==> config.mk <==
export PLATFORM = sky130hd
export DESIGN_NAME = multi_bank_spram_param
export DESIGN_NICKNAME = d
export VERILOG_FILES = /design/src/rtl/multi_bank_spram_param.sv
export SDC_FILE = /design/constraint.sdc
export NUM_CORES = 1
export LEC_CHECK = 0
export CORE_MARGIN = 2
export CORE_UTILIZATION = 55
export CTS_CLUSTER_SIZE = 8
export DETAILED_ROUTE_END_ITERATION = 8
export GPL_TIMING_DRIVEN = 0
export MAX_ROUTING_LAYER = met4
export PLACE_DENSITY = 0.72
export SYNTH_ARGS = -nofsm -noshare
export SYNTH_HDL_FRONTEND = slang
export SYNTH_SLANG_ARGS = --single-unit
export TNS_END_PERCENT = 100
==> constraint.sdc <==
create_clock -name clk -period 5.9 [get_ports clk]
set_clock_uncertainty 0.15 [all_clocks]
set_input_delay 0.59 -clock clk [delete_from_list [all_inputs] [get_ports clk]]
set_output_delay 0.59 -clock clk [all_outputs]
set_load 0.05 [all_outputs]
==> src/rtl/multi_bank_spram_param.sv <==
// Parametrised multi-bank single-port RAM with byte strobes, read-latency tracking,
// optional output register and a zero-fill clear sequencer.
module multi_bank_spram_param #(
  parameter int NUM_BANKS      = 4,
  parameter int BANK_DEPTH     = 8,
  parameter int DATA_W         = 8,
  parameter int OUT_REG        = 1,
  parameter int CLEAR_ON_RESET = 1,
  localparam int ROW_W  = $clog2(BANK_DEPTH),
  localparam int BANK_W = $clog2(NUM_BANKS),
  localparam int ADDR_W = ROW_W + BANK_W,
  localparam int STRB_W = DATA_W / 8
) (
  input  logic              clk,
  input  logic              rst,
  input  logic              req_valid,
  output logic              req_ready,
  input  logic              req_we,
  input  logic [ADDR_W-1:0] req_addr,
  input  logic [DATA_W-1:0] req_wdata,
  input  logic [STRB_W-1:0] req_wstrb,
  input  logic              clr_start,
  output logic              busy,
  output logic              rsp_valid,
  output logic [DATA_W-1:0] rsp_rdata
);

  typedef enum logic {S_CLEAR, S_READY} state_t;
  localparam state_t RESET_STATE = (CLEAR_ON_RESET != 0) ? S_CLEAR : S_READY;

  state_t             r_state;
  logic [ROW_W-1:0]   r_clr_cnt;
  logic               r_v1;
  logic [BANK_W-1:0]  r_sel1;

  logic               w_accept;
  logic               w_rd_accept;
  logic               w_clearing;
  logic [BANK_W-1:0]  w_bank;
  logic [ROW_W-1:0]   w_row;
  logic [DATA_W-1:0]  w_bank_rdata [NUM_BANKS];
  logic [DATA_W-1:0]  w_sel_rdata;

  // Gating with rst keeps ready low during reset even when no clear follows it.
  assign req_ready   = (r_state == S_READY) && !rst;
  assign busy        = (r_state == S_CLEAR);
  assign w_clearing  = (r_state == S_CLEAR);
  assign w_accept    = req_valid && req_ready;
  assign w_rd_accept = w_accept && !req_we;
  assign w_bank      = req_addr[ADDR_W-1:ROW_W];
  assign w_row       = req_addr[ROW_W-1:0];

  always_ff @(posedge clk or posedge rst) begin
    if (rst) begin
      r_state   <= RESET_STATE;
      r_clr_cnt <= '0;
    end else begin
      case (r_state)
        S_CLEAR: begin
          if (r_clr_cnt == ROW_W'(BANK_DEPTH - 1)) begin
            r_state   <= S_READY;
            r_clr_cnt <= '0;
          end else begin
            r_clr_cnt <= r_clr_cnt + 1'b1;
          end
        end
        S_READY: begin
          if (clr_start) begin
            r_state   <= S_CLEAR;
            r_clr_cnt <= '0;
          end
        end
        default: r_state <= RESET_STATE;
      endcase
    end
  end

  generate
    for (genvar gi = 0; gi < NUM_BANKS; gi++) begin : g_bank
      logic [DATA_W-1:0] r_mem [BANK_DEPTH];
      logic [DATA_W-1:0] r_rdata;
      logic              w_en;
      logic              w_wr;
      logic [ROW_W-1:0]  w_wrow;
      logic [DATA_W-1:0] w_wdata;
      logic [STRB_W-1:0] w_wstrb;

      assign w_en = w_accept && (w_bank == BANK_W'(gi));

      // The clear sequencer owns the write port of every bank while busy.
      always_comb begin
        w_wr    = w_en && req_we;
        w_wrow  = w_row;
        w_wdata = req_wdata;
        w_wstrb = req_wstrb;
        if (w_clearing) begin
          w_wr    = 1'b1;
          w_wrow  = r_clr_cnt;
          w_wdata = '0;
          w_wstrb = '1;
        end
      end

      always_ff @(posedge clk) begin
        if (w_wr) begin
          for (int b = 0; b < STRB_W; b++) begin
            if (w_wstrb[b]) begin
              r_mem[w_wrow][b*8 +: 8] <= w_wdata[b*8 +: 8];
            end
          end
        end
        if (w_en && !req_we) begin
          r_rdata <= r_mem[w_row];
        end
      end

      assign w_bank_rdata[gi] = r_rdata;
    end
  endgenerate

  // Bank select travels with the read valid so the mux tracks the bank actually read.
  always_ff @(posedge clk or posedge rst) begin
    if (rst) begin
      r_v1   <= 1'b0;
      r_sel1 <= '0;
    end else begin
      r_v1 <= w_rd_accept;
      if (w_rd_accept) begin
        r_sel1 <= w_bank;
      end
    end
  end

  assign w_sel_rdata = w_bank_rdata[r_sel1];

  generate
    if (OUT_REG != 0) begin : g_oreg
      logic              r_v2;
      logic [DATA_W-1:0] r_out;
      always_ff @(posedge clk or posedge rst) begin
        if (rst) begin
          r_v2  <= 1'b0;
          r_out <= '0;
        end else begin
          r_v2 <= r_v1;
          if (r_v1) begin
            r_out <= w_sel_rdata;
          end
        end
      end
      assign rsp_valid = r_v2;
      assign rsp_rdata = r_out;
    end else begin : g_noreg
      logic [DATA_W-1:0] r_out;
      always_ff @(posedge clk or posedge rst) begin
        if (rst) begin
          r_out <= '0;
        end else if (r_v1) begin
          r_out <= w_sel_rdata;
        end
      end
      // Present fresh data directly; r_out keeps the last value between responses.
      assign rsp_valid = r_v1;
      assign rsp_rdata = r_v1 ? w_sel_rdata : r_out;
    end
  endgenerate

endmodule

==> results by group, run 1 <==
Run status
  • Status: complete, no violations

Place
  • Port Buf Inserts: 26
  • GP Congestion: just over 0.9
  • Cell Count Post-Placement: approximately 860
  • DP HPWL: about 15 mm
  • Pre-CTS setup slack: approximately 2900 ps

STA
  • Final worst setup slack: ~2600 ps
  • Setup TNS: 0 ps
  • Peak Freq: a little over 300 MHz
  • Final setup vio count: 0
  • Final min period: 3314 ps
  • Worst-case headroom to the max-slew limit: under 10%
  • Worst Max-Slew Pin Slew: ~1400 ps
  • Hold_ws: 378.7 ps
  • Fin crit share: between 50% and 60%
  • Slew Viols, Final: 0
  • RSZ-0062 raised after global routing: no
  • Final Hold Vio Count: 0

Global route
  • First-pass GRT wire length: 35.89 mm
  • Initial antenna violation count: 0
  • Largest net degree at the start of global routing: 33
  • Number of global-route vias before repair: 5835
  • Grt total ovfl: 0
  • GRT Total Usage: a little under a quarter

Min path
  • Worst Hold Class: register to register
  • Hold path depth: 2

Clocking
  • Post-CTS Resized: 0
  • Worst-path clk slew: roughly 50 ps
  • Skew-Pair Late Insertion Delay: between 500 and 600 ps
  • Hold buffers post-CTS: 0
  • Root buffer cell: clkbuf_16
  • CTS H-tree depth: 2
  • Post-CTS setup buffers: 0
  • Clock Path Buffers: 3
  • TritonCTS clock tree: done
  • Num CTS Buffers: 43
  • Clock Sinks: approximately 300

Yosys
  • Share of Yosys cell area claimed by the top area cell type: 72.48%
  • Synth Warn #: 0
  • Synthesized area: approximately 12000 um^2
  • Synth Net Count: roughly 580
  • Yosys cell types: 31
  • Avg Inst Size Synth: about 21 um^2
  • Top cells by area, synth: edfxtp_1, mux4_2, dfrtp_1
  • Synth Instances: between 500 and 600
  • Post-synth top area cell: edfxtp_1
  • Seq cells post-synth: ~300
  • Sequential element share of the synthesized area: between 70% and 80%

Final layout
  • Share of cells above drive strength 1: between 20% and 30%
  • Ant diodes: 0
  • Most frequent cells in the layout: edfxtp_1, mux4_2, clkbuf_16
  • Fin cells: 924
  • Most common cell after layout, fill and taps aside: edfxtp_1
  • Fill cells: 1317
  • Area added between synthesis and finish: 15.16%
  • Fin util: around two thirds
  • Seq. cell area: slightly above 9000 um^2
  • Fin nets: around 650
  • Multi-input combinational cell area: approximately 2700 um^2

Floorplanning
  • # rows: 53
  • Die extent in y: 151.3 um
  • Chip width: approximately 150 um
  • Ports: 30
  • Area of the core: roughly 21000 um^2
  • Initial Util: between 50 and 60%
  • Die area: roughly 23000 um^2

Route
  • DRC Markers: 0
  • DRT Pass-1 Iters: 5
  • Wire length per cell: ~26 um
  • Final WL: roughly 24 mm
  • Antenna-violating nets left: 0
  • DR vias/cell: ~6.1
  • Detailed Route Iter0 Violations: 570
  • Via Count: around 5600

Critical path
  • Kind of critical path: register to primary output
  • CP peak stage delay: about 800 ps
  • Critical Path RT: between 5000 and 6000 ps
  • Crit path depth: 6
  • Largest delay share family, worst path: buffers and inverters
  • Slowest CP cell: clkdlybuf4s50_1
  • Most used cell, CP: buf_2
  • Crit path max fanout: 10
  • R2r worst-path depth: 5
  • CP Cell Sequence: clkbuf_2, buf_2, buf_2, inv_1, nor2_1, clkdlybuf4s50_1
  • CP Capture Type: primary output
  • Reg2Reg Setup Slack: a little under 3000 ps
  • Worst setup SP type: register
  • CP Data Arrival Time: about 2600 ps
  • Buf+Inv Stages, Crit Path: 5

Pwr
  • Peak supply drop: 0.1968 mV
  • Cell leakage power: 4.653 nW
  • PwrDens: 483.2 nW/um^2

Flow run
  • Max cap viols: 0
-- tightest hold or removal path: stages (launching register included) --
cell and delay [ps]:
dfrtp_1 350, nor2_1 60, nor2_1 80
-- layer usage --
| layer | routed length [um] | global-route usage [%] | up-vias |
|---|---|---|---|
| met5 | 0 | - | - |
| met4 | 427 | 6.916 | 0 |
| met3 | 1713 | 4.127 | 37 |
| met2 | 11880 | 35.27 | 260 |
| met1 | 10260 | 31.65 | 2891 |
| li1 | - | - | 2434 |
-- path summary, 6_finish.rpt --
check | end | start
setup / recovery | req_ready | r_state
hold / removal | r_sel1[1] | r_sel1[1]
setup reg to reg | g_bank[1].r_mem[2][4] | r_state
hold reg to reg | r_sel1[1] | r_sel1[1]
max in group asynchronous | r_clr_cnt[0] | rst
min in group asynchronous | rsp_rdata[3] | rst
-- logic make-up (layout without fill, tap and decap cells) --
kind of cell / after synthesis / count (layout) / synth area share, %
buf+inv: 29 / 118 / 1.521
compound gates: 30 / 30 / 1.426
flops: 304 / 304 / 75.84
fa+ha+maj: 2 / 2 / 0.2097
mux: 119 / 119 / 17.79
simple gates: 76 / 76 / 3.219
-- metrics by stage --
stage | power, mW | area [um^2]
3_3_place_gp | 4.407 | 12540
6_report | 6.640 | 13740
2_1_floorplan | 4.017 | 11930
4_1_cts | 6.676 | 13730
3_5_place_dp | 4.494 | 12540
5_1_grt | 6.886 | 13740
-- registers in the layout, summed over array words and instances (netlist names) --
register	count
g_bank.r_rdata	32
rsp_valid	1
r_clr_cnt	3
r_sel1	2
rsp_rdata	8
g_bank.r_mem	256
r_v1	1
r_state	1
-- power breakdown --
part	internal (mW)	total [mW]	switching [mW]
registers	3.05	3.18	0.130
clock network	1.37	2.17	0.806
logic	0.446	1.28	0.837
-- cells in the mapped netlist, drive strengths merged --
| library cell | n |
|---|---|
| edfxtp | 288 |
| mux4 | 64 |
| mux2 | 44 |
| nor2 | 37 |
| buf | 16 |
| dfrtp | 16 |
| o21ai | 15 |
| clkbuf | 11 |
| mux2i | 11 |
| a21oi | 9 |
| and2 | 9 |
| nor2b | 9 |
| nand2 | 5 |
| nand3 | 3 |
| nor3 | 3 |
| and3 | 2 |
| and3b | 2 |
| ha | 2 |
| inv | 2 |
| nor3b | 2 |
| o21a | 2 |
| o2bb2ai | 2 |
| o31a | 2 |
| and4bb | 1 |
| nand4b | 1 |
| nand4bb | 1 |
| or3 | 1 |
-- final cells by class --
class | instances | area share, %
Timing Repair Buffer | 27 | 2.003
Buffer | 27 | 1.266
Multi-Input combinational cell | 227 | 19.66
Clock buffer | 62 | 8.660
Inverter | 2 | 0.05463
Tap cell | 275 | 2.504
Sequential cell | 304 | 65.85
Note: power is estimated with default switching activity, not from simulation.
==> run 2: changes to the inputs <==
==> constraint.sdc (replaced) <==
create_clock -name clk -period 3.27 [get_ports clk]
set_clock_uncertainty 0.15 [all_clocks]
set_input_delay 0.327 -clock clk [delete_from_list [all_inputs] [get_ports clk]]
set_output_delay 0.327 -clock clk [all_outputs]
set_load 0.05 [all_outputs]
==> results of run 2 <==
The final DEF is identical to that of run 1. Status: complete, no violations.
Main changes from that run: setup slack after placement 2867 ps -> 273.4 ps; setup slack after layout 2586 ps -> 218.6 ps; hold slack 378.7 ps -> 194.0 ps; register-to-register setup slack 2890 ps -> 260 ps; total power 6.640 mW -> 11.98 mW; worst IR drop on VDD 0.1968 mV -> 0.3551 mV
==> run 3: changes to the inputs <==
--- a/config.mk
+++ b/config.mk
@@ -5,7 +5,6 @@
 export SDC_FILE = /design/constraint.sdc
 export NUM_CORES = 1
 export LEC_CHECK = 0
-export CORE_MARGIN = 2
 export CORE_UTILIZATION = 55
 export CTS_CLUSTER_SIZE = 8
 export DETAILED_ROUTE_END_ITERATION = 8
==> run 3 against run 2 <==
  * Via count is 0.64% lower
  * Clock power is essentially flat
  * Global-route usage increased by 0.86 points
  * Power down 0.21%
  * Combinational power about the same
  * Critical path depth is the same
  * Non-clock buffer count is 1 lower
  * Sequential power is essentially flat
  * Flip-flop and latch count is the same
  * Worst setup slack got worse by 11 ps
  * Wire length decreased by 1.1%
  * Highest routed layer unchanged
==> results by group, run 3 (synthesis results as in run 1) <==
Clocking
  • Root buffer cell: clkbuf_16
  • CTS H-tree depth: 2 (unchanged)
  • Clock Path Buffers: 3 (unchanged)
  • Post-CTS Resized: 0 (unchanged)
  • Clock Sinks: 304 (unchanged)
  • Post-CTS setup buffers: 0 (unchanged)
  • Skew-Pair Late Insertion Delay: 520 ps (about the same)
  • TritonCTS clock tree: done
  • Num CTS Buffers: 43 (unchanged)
  • Worst-path clk slew: 50 ps (about the same)
  • Hold buffers post-CTS: 0 (unchanged)

STA
  • Final setup vio count: 0 (unchanged)
  • Setup TNS: 0 ps (unchanged)
  • Final worst setup slack: slightly above 200 ps
  • RSZ-0062 raised after global routing: no
  • Final Hold Vio Count: 0 (unchanged)
  • Fin crit share: between 90% and 100%
  • Final min period: 3062 ps
  • Peak Freq: about 330 MHz
  • Worst Max-Slew Pin Slew: 1328 ps (-61.16 ps)
  • Worst-case headroom to the max-slew limit: 11.49% (+4.1 points)
  • Slew Viols, Final: 0 (unchanged)

Global route
  • GRT Total Usage: 23.69% (+0.86 points)
  • Number of global-route vias before repair: 5880 (+0.77%)
  • Grt total ovfl: 0 (unchanged)
  • First-pass GRT wire length: 35.93 mm (about the same)
  • Initial antenna violation count: 0 (unchanged)
  • Largest net degree at the start of global routing: 33 (unchanged)

Pwr
  • Sw Ratio: a little over a quarter
  • Cell leakage power: 4.647 nW (-0.13%)
  • Power, Total: ~12 mW
  • Comb power frac: 19.2% (about the same)
  • Peak supply drop: ~0.38 mV
  • Psw: between 3 and 4 mW
  • P_int: 8.768 mW
  • Clock share of power: 32.7% (about the same)
  • PwrDens: about 870 nW/um^2
  • Seq pwr share: 48.1% (+0.2 points)

Critical path
  • Critical Path RT: around 2800 ps
  • Reg2Reg Setup Slack: about 300 ps
  • R2r worst-path depth: 5 (unchanged)
  • Critical register-to-register path startpoint: r_state
  • CP Data Arrival Time: 2590 ps (+20 ps)
  • Reg2reg end: g_bank[1].r_mem[6][4]
  • Worst setup SP type: register
  • CP Capture Type: primary output
  • Crit path max fanout: 10 (unchanged)
  • Kind of critical path: register to primary output

Final layout
  • Fill cells: 1330 (+0.99%)
  • Share of cells above drive strength 1: 26.89% (+0.39 points)
  • Most flop-heavy register: g_bank.r_mem
  • Seq. cell area: 9049 um^2 (unchanged)
  • Area added between synthesis and finish: 15.04%
  • Number of flip-flops in the largest register: 256 (unchanged)
  • Multi-input combinational cell area: 2705 um^2 (+0.14%)
  • Fin nets: 652 (-0.15%)
  • Ant diodes: 0 (unchanged)
  • Fin cells: 922 (-0.22%)
  • Most common cell after layout, fill and taps aside: edfxtp_1
  • Most frequent cells in the layout: edfxtp_1, mux4_2, clkbuf_16

Route
  • Detailed Route Iter0 Violations: 497 (-13%)
  • Wire length per cell: 26.06 um (-0.84%)
  • Antenna-violating nets left: 0 (unchanged)
  • Final WL: 24.03 mm (-1.1%)
  • Via Count: 5586 (-0.64%)
  • DRT Pass-1 Iters: 5 (unchanged)
  • DRC Markers: 0 (unchanged)
  • DR vias/cell: 6.059 (-0.42%)

Flow run
  • Max cap viols: 0 (unchanged)

Floorplanning
  • Die area: 22290 um^2 (-2.6%)
  • Chip width: 149.3 um (-1.3%)
  • Area of the core: 21150 um^2 (unchanged)
  • # rows: 53 (unchanged)
  • Die extent in y: 149.3 um (-1.3%)
  • Ports: 30 (unchanged)
  • Initial Util: 56.40% (unchanged)

Min path
  • Worst Hold Class: input port to async pin

Place
  • GP Congestion: 0.8954 (-3.6%)
  • Pre-CTS setup slack: between 100 and 150 ps
  • Port Buf Inserts: 26 (unchanged)
  • DP HPWL: 15.23 mm (+1.4%)
  • Cell Count Post-Placement: 861 (unchanged)

Run status
  • Status: complete, no violations
[run 3: worst max-delay path by stage]
stage	start	to	cells after the start
floorplan	r_state	req_ready	5
global placement	r_state	g_bank[1].r_mem[6][5]	5
detailed placement	r_state	g_bank[2].r_mem[5][6]	5
CTS	r_state	g_bank[1].r_mem[3][6]	5
global route	r_state	req_ready	6
finish	r_state	req_ready	6
[run 3: power groups by stage]
stage / Clock (mW) / Combinational (mW) / Sequential (mW)
after floorplan: 0 / 1.40 / 5.84
after global placement: 0 / 2.23 / 5.74
after detailed placement: 0 / 2.31 / 5.82
after CTS: 3.95 / 2.32 / 5.76
after global routing: 4.11 / 2.46 / 5.82
final: 3.90 / 2.30 / 5.75
[run 3: cell type report]
cell class	instances	area share (%)
timing repair buffer	26	1.896
tap	275	2.507
clock buffer	61	8.642
sequential	304	65.93
buffer	27	1.267
multi-input combinational	227	19.71
inverter	2	0.05469
[run 3: critical path, stage by stage, from the launching register on]
cell and delay, ps:
dfrtp_1 330, clkbuf_2 180, buf_2 260, buf_2 230, inv_1 140, nor2_1 120, clkdlybuf4s50_1 800
[run 3: per-stage QoR]
stage	hold slack [ps]	utilization, %	cell area [um^2]
global route	206.9	64.88	13730
detailed placement	378.2	59.26	12540
global placement	368.5	59.26	12540
floorplan	90.74	-	11930
CTS	172.5	64.87	13720
finish	180.0	64.88	13730
[run 3: layer usage]
| metal | track usage (%) | wire length [um] | vias up |
|---|---|---|---|
| met4 | 8.418 | 608 | 0 |
| met3 | 4.128 | 1644 | 53 |
| li1 | - | - | 2424 |
| met5 | - | 0 | - |
| met1 | 33.11 | 10360 | 2884 |
| met2 | 35.53 | 11410 | 225 |
